<file path="config.mk">
export PLATFORM = sky130hd
export DESIGN_NAME = axi_slv_port_demux
export DESIGN_NICKNAME = d
export VERILOG_FILES = /design/src/rtl/axi_slv_port_demux.sv
export SDC_FILE = /design/constraint.sdc
export NUM_CORES = 1
export LEC_CHECK = 0
export CAP_MARGIN = 20
export CORE_AREA = 2 2 516 518
export CTS_CLUSTER_DIAMETER = 120
export DETAILED_ROUTE_END_ITERATION = 16
export DIE_AREA = 0 0 518 520
export GPL_ROUTABILITY_DRIVEN = 0
export SLEW_MARGIN = 30
export SYNTH_ARGS = -nofsm -noshare
export SYNTH_HDL_FRONTEND = slang
export SYNTH_SLANG_ARGS = --single-unit
</file>
<file path="constraint.sdc">
create_clock -name clk_i -period 5.95 [get_ports clk_i]
set_clock_uncertainty 0.1 [all_clocks]
set_input_delay 1.4875 -clock clk_i [delete_from_list [all_inputs] [get_ports clk_i]]
set_output_delay 1.4875 -clock clk_i [all_outputs]
set_load 0.02 [all_outputs]
</file>
<file path="src/rtl/axi_slv_port_demux.sv">
// axi_slv_port_demux
// Slave-port front end of the AXI4 crossbar. Every AW/AR address is decoded
// against the rule map. The transaction then goes to one of NoMstPorts master
// ports or to an internal decode-error responder, which uses index NoMstPorts.
// Ports:
//   clk_i, rst_ni          clock, asynchronous active-low reset
//   test_i                 test mode, no functional effect
//   slv_req_i/slv_resp_o   upstream AXI request/response
//   mst_reqs_o/mst_resps_i downstream AXI request/response per master port
//   addr_map_i             address rules {idx, start_addr, end_addr}
//   en_default_mst_port_i  route unmatched addresses to default_mst_port_i
//   default_mst_port_i     default master port index

package axi_pkg;
    typedef struct packed {
        logic [3:0]  id;
        logic [63:0] addr;
        logic [7:0]  len;
        logic [2:0]  size;
        logic [1:0]  burst;
        logic [5:0]  atop;
    } aw_chan_t;

    typedef struct packed {
        logic [63:0] data;
        logic [7:0]  strb;
        logic        last;
    } w_chan_t;

    typedef struct packed {
        logic [3:0] id;
        logic [1:0] resp;
    } b_chan_t;

    typedef struct packed {
        logic [3:0]  id;
        logic [63:0] addr;
        logic [7:0]  len;
        logic [2:0]  size;
        logic [1:0]  burst;
    } ar_chan_t;

    typedef struct packed {
        logic [3:0]  id;
        logic [63:0] data;
        logic [1:0]  resp;
        logic        last;
    } r_chan_t;

    typedef struct packed {
        aw_chan_t aw;
        logic     aw_valid;
        w_chan_t  w;
        logic     w_valid;
        logic     b_ready;
        ar_chan_t ar;
        logic     ar_valid;
        logic     r_ready;
    } req_t;

    typedef struct packed {
        logic    aw_ready;
        logic    ar_ready;
        logic    w_ready;
        b_chan_t b;
        logic    b_valid;
        r_chan_t r;
        logic    r_valid;
    } resp_t;

    typedef struct packed {
        int unsigned idx;
        logic [63:0] start_addr;
        logic [63:0] end_addr;
    } xbar_rule_64_t;
endpackage

module axi_slv_port_demux #(
    parameter int unsigned NoMstPorts = 2,
    parameter int unsigned NoRules    = 2,
    parameter int unsigned AddrWidth  = 64,
    parameter int unsigned IdWidth    = 4,
    parameter int unsigned MaxTrans   = 8,
    parameter type req_t  = axi_pkg::req_t,
    parameter type resp_t = axi_pkg::resp_t,
    parameter type rule_t = axi_pkg::xbar_rule_64_t,
    localparam int unsigned DefW = (NoMstPorts > 1) ? $clog2(NoMstPorts) : 1
) (
    input  logic            clk_i,
    input  logic            rst_ni,
    input  logic            test_i,
    input  req_t            slv_req_i,
    output resp_t           slv_resp_o,
    output req_t            mst_reqs_o  [NoMstPorts],
    input  resp_t           mst_resps_i [NoMstPorts],
    input  rule_t           addr_map_i  [NoRules],
    input  logic            en_default_mst_port_i,
    input  logic [DefW-1:0] default_mst_port_i
);
    localparam int unsigned TgtW = $clog2(NoMstPorts + 1);
    localparam int unsigned CntW = $clog2(MaxTrans + 1);
    localparam logic [TgtW-1:0] DecErr = TgtW'(NoMstPorts);

    typedef enum logic [1:0] {W_IDLE, W_DATA, W_RESP} wstate_e;
    typedef enum logic       {R_IDLE, R_DATA}         rstate_e;

    logic unused_test;
    assign unused_test = test_i;

    logic [CntW-1:0] wcnt_q, wcnt_d, wpend_q, wpend_d, rcnt_q, rcnt_d;
    logic [TgtW-1:0] wlock_q, wlock_d, rlock_q, rlock_d;
    wstate_e         wstate_q, wstate_d;
    rstate_e         rstate_q, rstate_d;
    logic [IdWidth-1:0] derr_wid_q, derr_wid_d, derr_rid_q, derr_rid_d;
    logic [7:0]      derr_len_q, derr_len_d, derr_beat_q, derr_beat_d;

    logic [TgtW-1:0] aw_tgt, ar_tgt;
    logic aw_allow, ar_allow;
    logic aw_hs, w_last_hs, b_hs, ar_hs, r_last_hs;
    logic derr_aw_valid, derr_aw_ready, derr_w_valid, derr_w_ready;
    logic derr_b_valid, derr_b_ready, derr_ar_valid, derr_ar_ready;
    logic derr_r_valid, derr_r_ready;
    axi_pkg::b_chan_t derr_b;
    axi_pkg::r_chan_t derr_r;

    // Later rules override earlier ones, so the highest matching index wins.
    // A rule with end_addr <= start_addr can never satisfy both bounds.
    function automatic logic [TgtW-1:0] decode(input logic [AddrWidth-1:0] addr);
        logic [TgtW-1:0] tgt;
        logic hit;
        tgt = DecErr;
        hit = 1'b0;
        for (int unsigned r = 0; r < NoRules; r++) begin
            if (addr >= AddrWidth'(addr_map_i[r].start_addr) &&
                addr <  AddrWidth'(addr_map_i[r].end_addr)) begin
                hit = 1'b1;
                tgt = TgtW'(addr_map_i[r].idx);
            end
        end
        if (!hit && en_default_mst_port_i) tgt = TgtW'(default_mst_port_i);
        return tgt;
    endfunction

    // Error responder outputs depend only on its own state.
    always_comb begin
        derr_aw_ready = (wstate_q == W_IDLE);
        derr_w_ready  = (wstate_q == W_DATA);
        derr_b_valid  = (wstate_q == W_RESP);
        derr_b        = '0;
        derr_b.id     = derr_wid_q;
        derr_b.resp   = 2'b11;
        derr_ar_ready = (rstate_q == R_IDLE);
        derr_r_valid  = (rstate_q == R_DATA);
        derr_r        = '0;
        derr_r.id     = derr_rid_q;
        derr_r.data[31:0] = 32'hBADCAB1E;
        derr_r.resp   = 2'b11;
        derr_r.last   = (derr_beat_q == derr_len_q);
    end

    always_comb begin
        aw_tgt   = decode(slv_req_i.aw.addr);
        ar_tgt   = decode(slv_req_i.ar.addr);
        aw_allow = (wcnt_q == '0) || (aw_tgt == wlock_q && wcnt_q < CntW'(MaxTrans));
        ar_allow = (rcnt_q == '0) || (ar_tgt == rlock_q && rcnt_q < CntW'(MaxTrans));

        slv_resp_o    = '0;
        derr_aw_valid = 1'b0;
        derr_w_valid  = 1'b0;
        derr_b_ready  = 1'b0;
        derr_ar_valid = 1'b0;
        derr_r_ready  = 1'b0;
        for (int unsigned i = 0; i < NoMstPorts; i++) begin
            mst_reqs_o[i]          = slv_req_i;
            mst_reqs_o[i].aw_valid = 1'b0;
            mst_reqs_o[i].w_valid  = 1'b0;
            mst_reqs_o[i].b_ready  = 1'b0;
            mst_reqs_o[i].ar_valid = 1'b0;
            mst_reqs_o[i].r_ready  = 1'b0;
        end

        if (aw_allow && aw_tgt == DecErr) begin
            derr_aw_valid       = slv_req_i.aw_valid;
            slv_resp_o.aw_ready = derr_aw_ready;
        end
        if (wpend_q != '0 && wlock_q == DecErr) begin
            derr_w_valid       = slv_req_i.w_valid;
            slv_resp_o.w_ready = derr_w_ready;
        end
        if (wcnt_q != '0 && wlock_q == DecErr) begin
            derr_b_ready       = slv_req_i.b_ready;
            slv_resp_o.b       = derr_b;
            slv_resp_o.b_valid = derr_b_valid;
        end
        if (ar_allow && ar_tgt == DecErr) begin
            derr_ar_valid       = slv_req_i.ar_valid;
            slv_resp_o.ar_ready = derr_ar_ready;
        end
        if (rcnt_q != '0 && rlock_q == DecErr) begin
            derr_r_ready       = slv_req_i.r_ready;
            slv_resp_o.r       = derr_r;
            slv_resp_o.r_valid = derr_r_valid;
        end

        for (int unsigned i = 0; i < NoMstPorts; i++) begin
            if (aw_allow && aw_tgt == TgtW'(i)) begin
                mst_reqs_o[i].aw_valid = slv_req_i.aw_valid;
                slv_resp_o.aw_ready    = mst_resps_i[i].aw_ready;
            end
            if (wpend_q != '0 && wlock_q == TgtW'(i)) begin
                mst_reqs_o[i].w_valid = slv_req_i.w_valid;
                slv_resp_o.w_ready    = mst_resps_i[i].w_ready;
            end
            if (wcnt_q != '0 && wlock_q == TgtW'(i)) begin
                mst_reqs_o[i].b_ready = slv_req_i.b_ready;
                slv_resp_o.b          = mst_resps_i[i].b;
                slv_resp_o.b_valid    = mst_resps_i[i].b_valid;
            end
            if (ar_allow && ar_tgt == TgtW'(i)) begin
                mst_reqs_o[i].ar_valid = slv_req_i.ar_valid;
                slv_resp_o.ar_ready    = mst_resps_i[i].ar_ready;
            end
            if (rcnt_q != '0 && rlock_q == TgtW'(i)) begin
                mst_reqs_o[i].r_ready = slv_req_i.r_ready;
                slv_resp_o.r          = mst_resps_i[i].r;
                slv_resp_o.r_valid    = mst_resps_i[i].r_valid;
            end
        end

        aw_hs     = slv_req_i.aw_valid && slv_resp_o.aw_ready;
        w_last_hs = slv_req_i.w_valid && slv_resp_o.w_ready && slv_req_i.w.last;
        b_hs      = slv_resp_o.b_valid && slv_req_i.b_ready;
        ar_hs     = slv_req_i.ar_valid && slv_resp_o.ar_ready;
        r_last_hs = slv_resp_o.r_valid && slv_req_i.r_ready && slv_resp_o.r.last;

        wcnt_d  = wcnt_q;
        wpend_d = wpend_q;
        rcnt_d  = rcnt_q;
        wlock_d = aw_hs ? aw_tgt : wlock_q;
        rlock_d = ar_hs ? ar_tgt : rlock_q;
        if (aw_hs && !b_hs)      wcnt_d  = wcnt_q + CntW'(1);
        else if (!aw_hs && b_hs) wcnt_d  = wcnt_q - CntW'(1);
        if (aw_hs && !w_last_hs)      wpend_d = wpend_q + CntW'(1);
        else if (!aw_hs && w_last_hs) wpend_d = wpend_q - CntW'(1);
        if (ar_hs && !r_last_hs)      rcnt_d  = rcnt_q + CntW'(1);
        else if (!ar_hs && r_last_hs) rcnt_d  = rcnt_q - CntW'(1);
    end

    always_comb begin
        wstate_d   = wstate_q;
        derr_wid_d = derr_wid_q;
        case (wstate_q)
            W_IDLE: if (derr_aw_valid) begin
                derr_wid_d = slv_req_i.aw.id;
                wstate_d   = W_DATA;
            end
            W_DATA: if (derr_w_valid && slv_req_i.w.last) wstate_d = W_RESP;
            W_RESP: if (derr_b_ready) wstate_d = W_IDLE;
            default: wstate_d = W_IDLE;
        endcase
    end

    always_comb begin
        rstate_d    = rstate_q;
        derr_rid_d  = derr_rid_q;
        derr_len_d  = derr_len_q;
        derr_beat_d = derr_beat_q;
        case (rstate_q)
            R_IDLE: if (derr_ar_valid) begin
                derr_rid_d  = slv_req_i.ar.id;
                derr_len_d  = slv_req_i.ar.len;
                derr_beat_d = '0;
                rstate_d    = R_DATA;
            end
            R_DATA: if (derr_r_ready) begin
                if (derr_beat_q == derr_len_q) rstate_d = R_IDLE;
                else derr_beat_d = derr_beat_q + 8'd1;
            end
            default: rstate_d = R_IDLE;
        endcase
    end

    always_ff @(posedge clk_i or negedge rst_ni) begin
        if (!rst_ni) begin
            wcnt_q      <= '0;
            wpend_q     <= '0;
            rcnt_q      <= '0;
            wlock_q     <= '0;
            rlock_q     <= '0;
            wstate_q    <= W_IDLE;
            rstate_q    <= R_IDLE;
            derr_wid_q  <= '0;
            derr_rid_q  <= '0;
            derr_len_q  <= '0;
            derr_beat_q <= '0;
        end else begin
            wcnt_q      <= wcnt_d;
            wpend_q     <= wpend_d;
            rcnt_q      <= rcnt_d;
            wlock_q     <= wlock_d;
            rlock_q     <= rlock_d;
            wstate_q    <= wstate_d;
            rstate_q    <= rstate_d;
            derr_wid_q  <= derr_wid_d;
            derr_rid_q  <= derr_rid_d;
            derr_len_q  <= derr_len_d;
            derr_beat_q <= derr_beat_d;
        end
    end
endmodule

</file>
==> Yosys cells after proc, flatten, opt, wreduce, memory -nomap -nowiden <==
Index checks and enable logic that the tools add are counted.
{ "word_totals": {"register_bits": 43, "input_bits": 735, "out_inout_bits": 574, "word_cells": 169} }
{ "classes": {"n_addsub": 7, "n_lt_le_gt_ge": 10, "eq_ne": 19, "mux": 58, "bitwise": 1, "n_reduce_logical": 63} }
{ "ops": {"columns": ["operator", "count"], "rows": [
  ["64-bit greater-or-equal comparator", 4],
  ["64-bit < comparator", 4],
  ["72-bit 2-to-1 mux", 3],
  ["1-bit logical AND", 37],
  ["1-bit 2-to-1 mux", 31],
  ["4-bit 2-to-1 mux", 6],
  ["8-bit 2-to-1 mux", 3],
  ["7-bit 2-to-1 mux", 3],
  ["2-bit 2-to-1 mux", 9],
  ["8-bit one-hot mux with 2 select lines", 1],
  ["4-bit by 1-bit adder with 4-bit output (second input constant)", 3],
  ["4-bit nonzero test", 3],
  ["4-bit by 1-bit subtractor with 4-bit output (second input constant)", 3],
  ["2-bit by 1-bit == test with 1-bit output (second input constant)", 5],
  ["2-bit == test (second input constant)", 5],
  ["2-bit logical NOT", 5],
  ["8-bit by 1-bit adder with 8-bit output (second input constant)", 1],
  ["8-bit == test", 1],
  ["4-bit logical NOT", 2],
  ["4-bit < comparator (second input constant)", 2],
  ["1-bit logical NOT", 7],
  ["2-bit by 1-bit != test with 1-bit output (second input constant)", 3],
  ["2-bit != test (second input constant)", 3],
  ["2-bit one-hot mux with 3 select lines", 1],
  ["other kinds (7)", 13]
]} }

==> Depth between registers and ports, before layout <==
Gate-level depths: netlist of run 1.
{ "depth": {"word_depth": 19, "ltp_mapped": 23, "mapped_depth_nobuf": 22} }

==> Worst setup path after synthesis of run 1 <==
No wires, ideal clock.
{ "synth_path": {"path_kind": "input to output", "start": "input port addr_map_i[126] (netlist name)", "end": "output port slv_resp_o[80] (netlist name)", "arrival_time_ps": 4711, "t_required_ps": 4363, "path_slack_ps": -349, "cell_stages": 15, "path_buffers": 1, "cell_sequence": "inv_1 ha_1 and4_1 nand3_1 or3_4 nor4_4 nand2_2 o41ai_2 o31ai_2 or2_1 buf_6 mux2i_4 o311ai_0 and2_1 a21oi_1"} }
{ "synth_rtl": {"columns": ["element", "line", "source"], "rows": [
  ["from (decl)", "96", "input rule_t addr_map_i [NoRules],"],
  ["to (decl)", "93", "output resp_t slv_resp_o,"]
]} }

==> metrics.csv, run 1 <==
metric,value,unit
total power,6.30,mW
DR vias,23162,
Std-Cell Rows,189,
Crit-path slowest cell,clkdlybuf4s50_1,
Critical R2R Launch,wlock_q[1],
Fill cells,30190,
relative slew slack,36.7,%
initial drt markers,1220,
Hold Startpoint,wpend_q[3],
Die ar.,269000,sq um
final net count,4813,
R2R setup slack,2070,ps
ANT nets after route,0,
min cycle time layout,6710,ps
ranking of synthesized cells by area,"ha_1 34%, buf_4 19%, dfrtp_1 5.6%",
Register-to-Register Path Depth,18,
final core occ,14.5,%
Hold Slack,390,ps
vias in the first global route,23041,
CP most frequent cell,buf_4,
routed length per instance,29.2,um
ys async rst share,100,%
Most used DFF post-synth,dfrtp_1,
WL final,209000,um
Worst Hold Class,flip-flop to flip-flop,
Worst-Margin Slew,950,ps
CTS tree,built,
CP Depth,17,
Core Box Area,264000,sq um
Crit. Startpoint,slv_req_i[190],
sequential area share after synthesis,5.61,%
Die Height,520,um
antenna violations before repair,122,
max cap viols,0,
post-route setup TNS,-6120,ps
post-synthesis register bit count,43,
pin count of the biggest net entering global routing,47,
global-route usage over all layers,14.8,%
Cells after Synth,2440,
Final Hold Fails,0,
Post-synth EDFFs,0,
starting density of the core,7.27,%
Pwr Density,165,nW/um^2
"Clk Latency, worst-skew pair",330,ps
critical path launch point type,primary input,
area grow syn2layout,98.9,%
total clock sinks,43,
Die X-Extent,518,um
hold path cells,1,
VDD IR max,171,uV
syn_nets,3696,
Final Cell Area,38100,sq um
DRC,0,
buffers added on ports,959,
Reg2Reg Capture Point,wcnt_q[3],
total grt overflow,0,
Worst Path Arrival,5120,ps
DP HPWL,192000,um
achievable clock frequency,149,MHz
io pins,1309,
part of the cycle the worst path needs,113,%
CP required,4360,ps
clk slew on worst S/H paths,90,ps
final worst setup slack,-762,ps
CP Cell Sequence,clkdlybuf4s50_1 > buf_4 > ha_1 > a21o_1 > a21o_1 > a21oi_1 > o31ai_2 > buf_4 > o2111ai_2 > buf_4 > nand4_1 > a21oi_4 > buf_6 > mux2i_4 > mux2i_2 > o21bai_4 > buf_12,
Synth Warn #,0,
endpoint class of the critical path,output port,
Final Max Tran Viols,0,
Max Fanout on Critical Path,5,
Post-CTS Hold Buffers,0,
critical path class,primary input to output port,
share of the synthesized area in the top cell type,33.8,%
cts bufs inserted,5,
Synth cell types,71,
Setup WS pre-CTS,-2040,ps
drt first pass iters,5,
vias per inst,3.24,
first-pass GRT wire length,258000,um
syn_area_per_cell,7.86,sq um
Post-synth top cells,"518 x ha_1, 482 x buf_4, 276 x inv_1, 159 x a21oi_1, 123 x nand2_1",
failing checks,negative setup slack,
leakage power,16.7,nW
leading area contributor after synthesis,ha_1,
"Setup violations, final",15,
Root Driver,clkbuf_16,
mapped cell area,19200,sq um
"CP delay by family, top",compound AO/OA/AOI/OAI gates,
RSZ-0062 raised after global routing,yes,
Finished Layout Cells,7145,
WP buf/inv,6,
DP Area,34400,sq um
max incr delay on CP,440,ps
H-tree depth,2,
most common cell in the netlist,ha_1,
Bufs on Longest Clock Path,2,
share of layout cells above drive strength 1,33.3,%
hold path endpoint,wpend_q[3],
status,"complete, but fails checks",
Placed Cells,7011,
-- layout by cell type (no fill, tap or decap), types with 16 or more instances in the layout --
| master | instances |
|---|---|
| diode_2 | 54 |
| buf_6 | 92 |
| a21oi_1 | 124 |
| a22o_1 | 46 |
| clkdlybuf4s50_1 | 720 |
| dfrtp_1 | 42 |
| ha_1 | 393 |
| nand4_1 | 80 |
| dlymetal6s2s_1 | 16 |
| o21ai_1 | 23 |
| buf_4 | 534 |
| inv_1 | 169 |
| dlygate4sd2_1 | 151 |
| ha_4 | 117 |
| nand2_1 | 108 |
| nor2_1 | 101 |
| buf_12 | 42 |
| inv_2 | 96 |
| nor2b_1 | 18 |
| o21ai_0 | 53 |
| a21o_1 | 108 |
| a21oi_2 | 29 |
| buf_2 | 28 |
| nor3_1 | 17 |
| a211oi_1 | 32 |
-- what timing repair did --
item / 4_1_cts / 5_1_grt
pin swaps: 170 / 81
resized for setup: 852 / 173
setup buffers: 65 / 16
setup endpoints to repair: 41 / 17
cloned: 0 / 0
-- kinds of logic (layout without fill, tap and decap cells) --
logic type | after synthesis | after routing | synth area share, %
AO/OA/AOI/OAI | 558 | 558 | 19.5
XOR/XNOR | 29 | 29 | 1.32
adder cells (fa/ha/maj) | 521 | 521 | 34.1
buffers and inverters | 788 | 1906 | 24.9
flip-flops | 43 | 43 | 5.61
multiplexers | 39 | 39 | 2.34
other | 0 | 54 | 0
AND/OR/NAND/NOR | 462 | 462 | 12.1
-- worst max-delay path by stage --
stage	slack, ps	to
after floorplan	-50	slv_resp_o[80]
after global placement	-2070	slv_resp_o[81]
after detailed placement	-2040	slv_resp_o[81]
after CTS	-900	mst_reqs_o[404]
after global routing	-940	mst_reqs_o[404]
final	-760	slv_resp_o[81]
-- power by group --
part	switching [mW]	total (mW)	leakage [nW]	internal, mW
Clock	0.172	0.333	0.0751	0.161
Combinational	2.98	5.34	16.1	2.37
Sequential	0.206	0.621	0.532	0.416
-- final cells by class --
type	count	area (sq um)	share of cell area, %
Antenna cell	54	135	0.354
Clock buffer	5	125	0.328
Clock inverter	3	26.3	0.0689
Inverter	277	1070	2.81
Multi-Input combinational cell	1609	16100	42.3
Sequential cell	43	1080	2.82
Tap cell	3533	4420	11.6
Timing Repair Buffer	1621	15200	39.7
-- per-layer routing --
metal / track usage (%) / vias to the layer above / share of wire (%)
met3: 6.36 / 312 / 11
li1: - / 10583 / -
met2: 25.7 / 1400 / 48
met4: 5.69 / 24 / 4.6
met1: 15.8 / 10843 / 36
met5: 0.597 / - / 0.18
-- registers in the layout (all words and copies together) (netlist names) --
register	flops
wpend_q	4
wcnt_q	4
derr_rid_q	4
wlock_q	2
wstate_q	2
derr_r_valid	1
derr_beat_q	8
derr_wid_q	4
derr_len_q	8
rlock_q	2
rcnt_q	4
Note: power is estimated with default switching activity, not from simulation.
==> run 2, diff against run 1 <==
CAP_MARGIN = unset   (was 20)
==> results of run 2 <==
Final layout, timing and power as in run 1 (identical DEF).
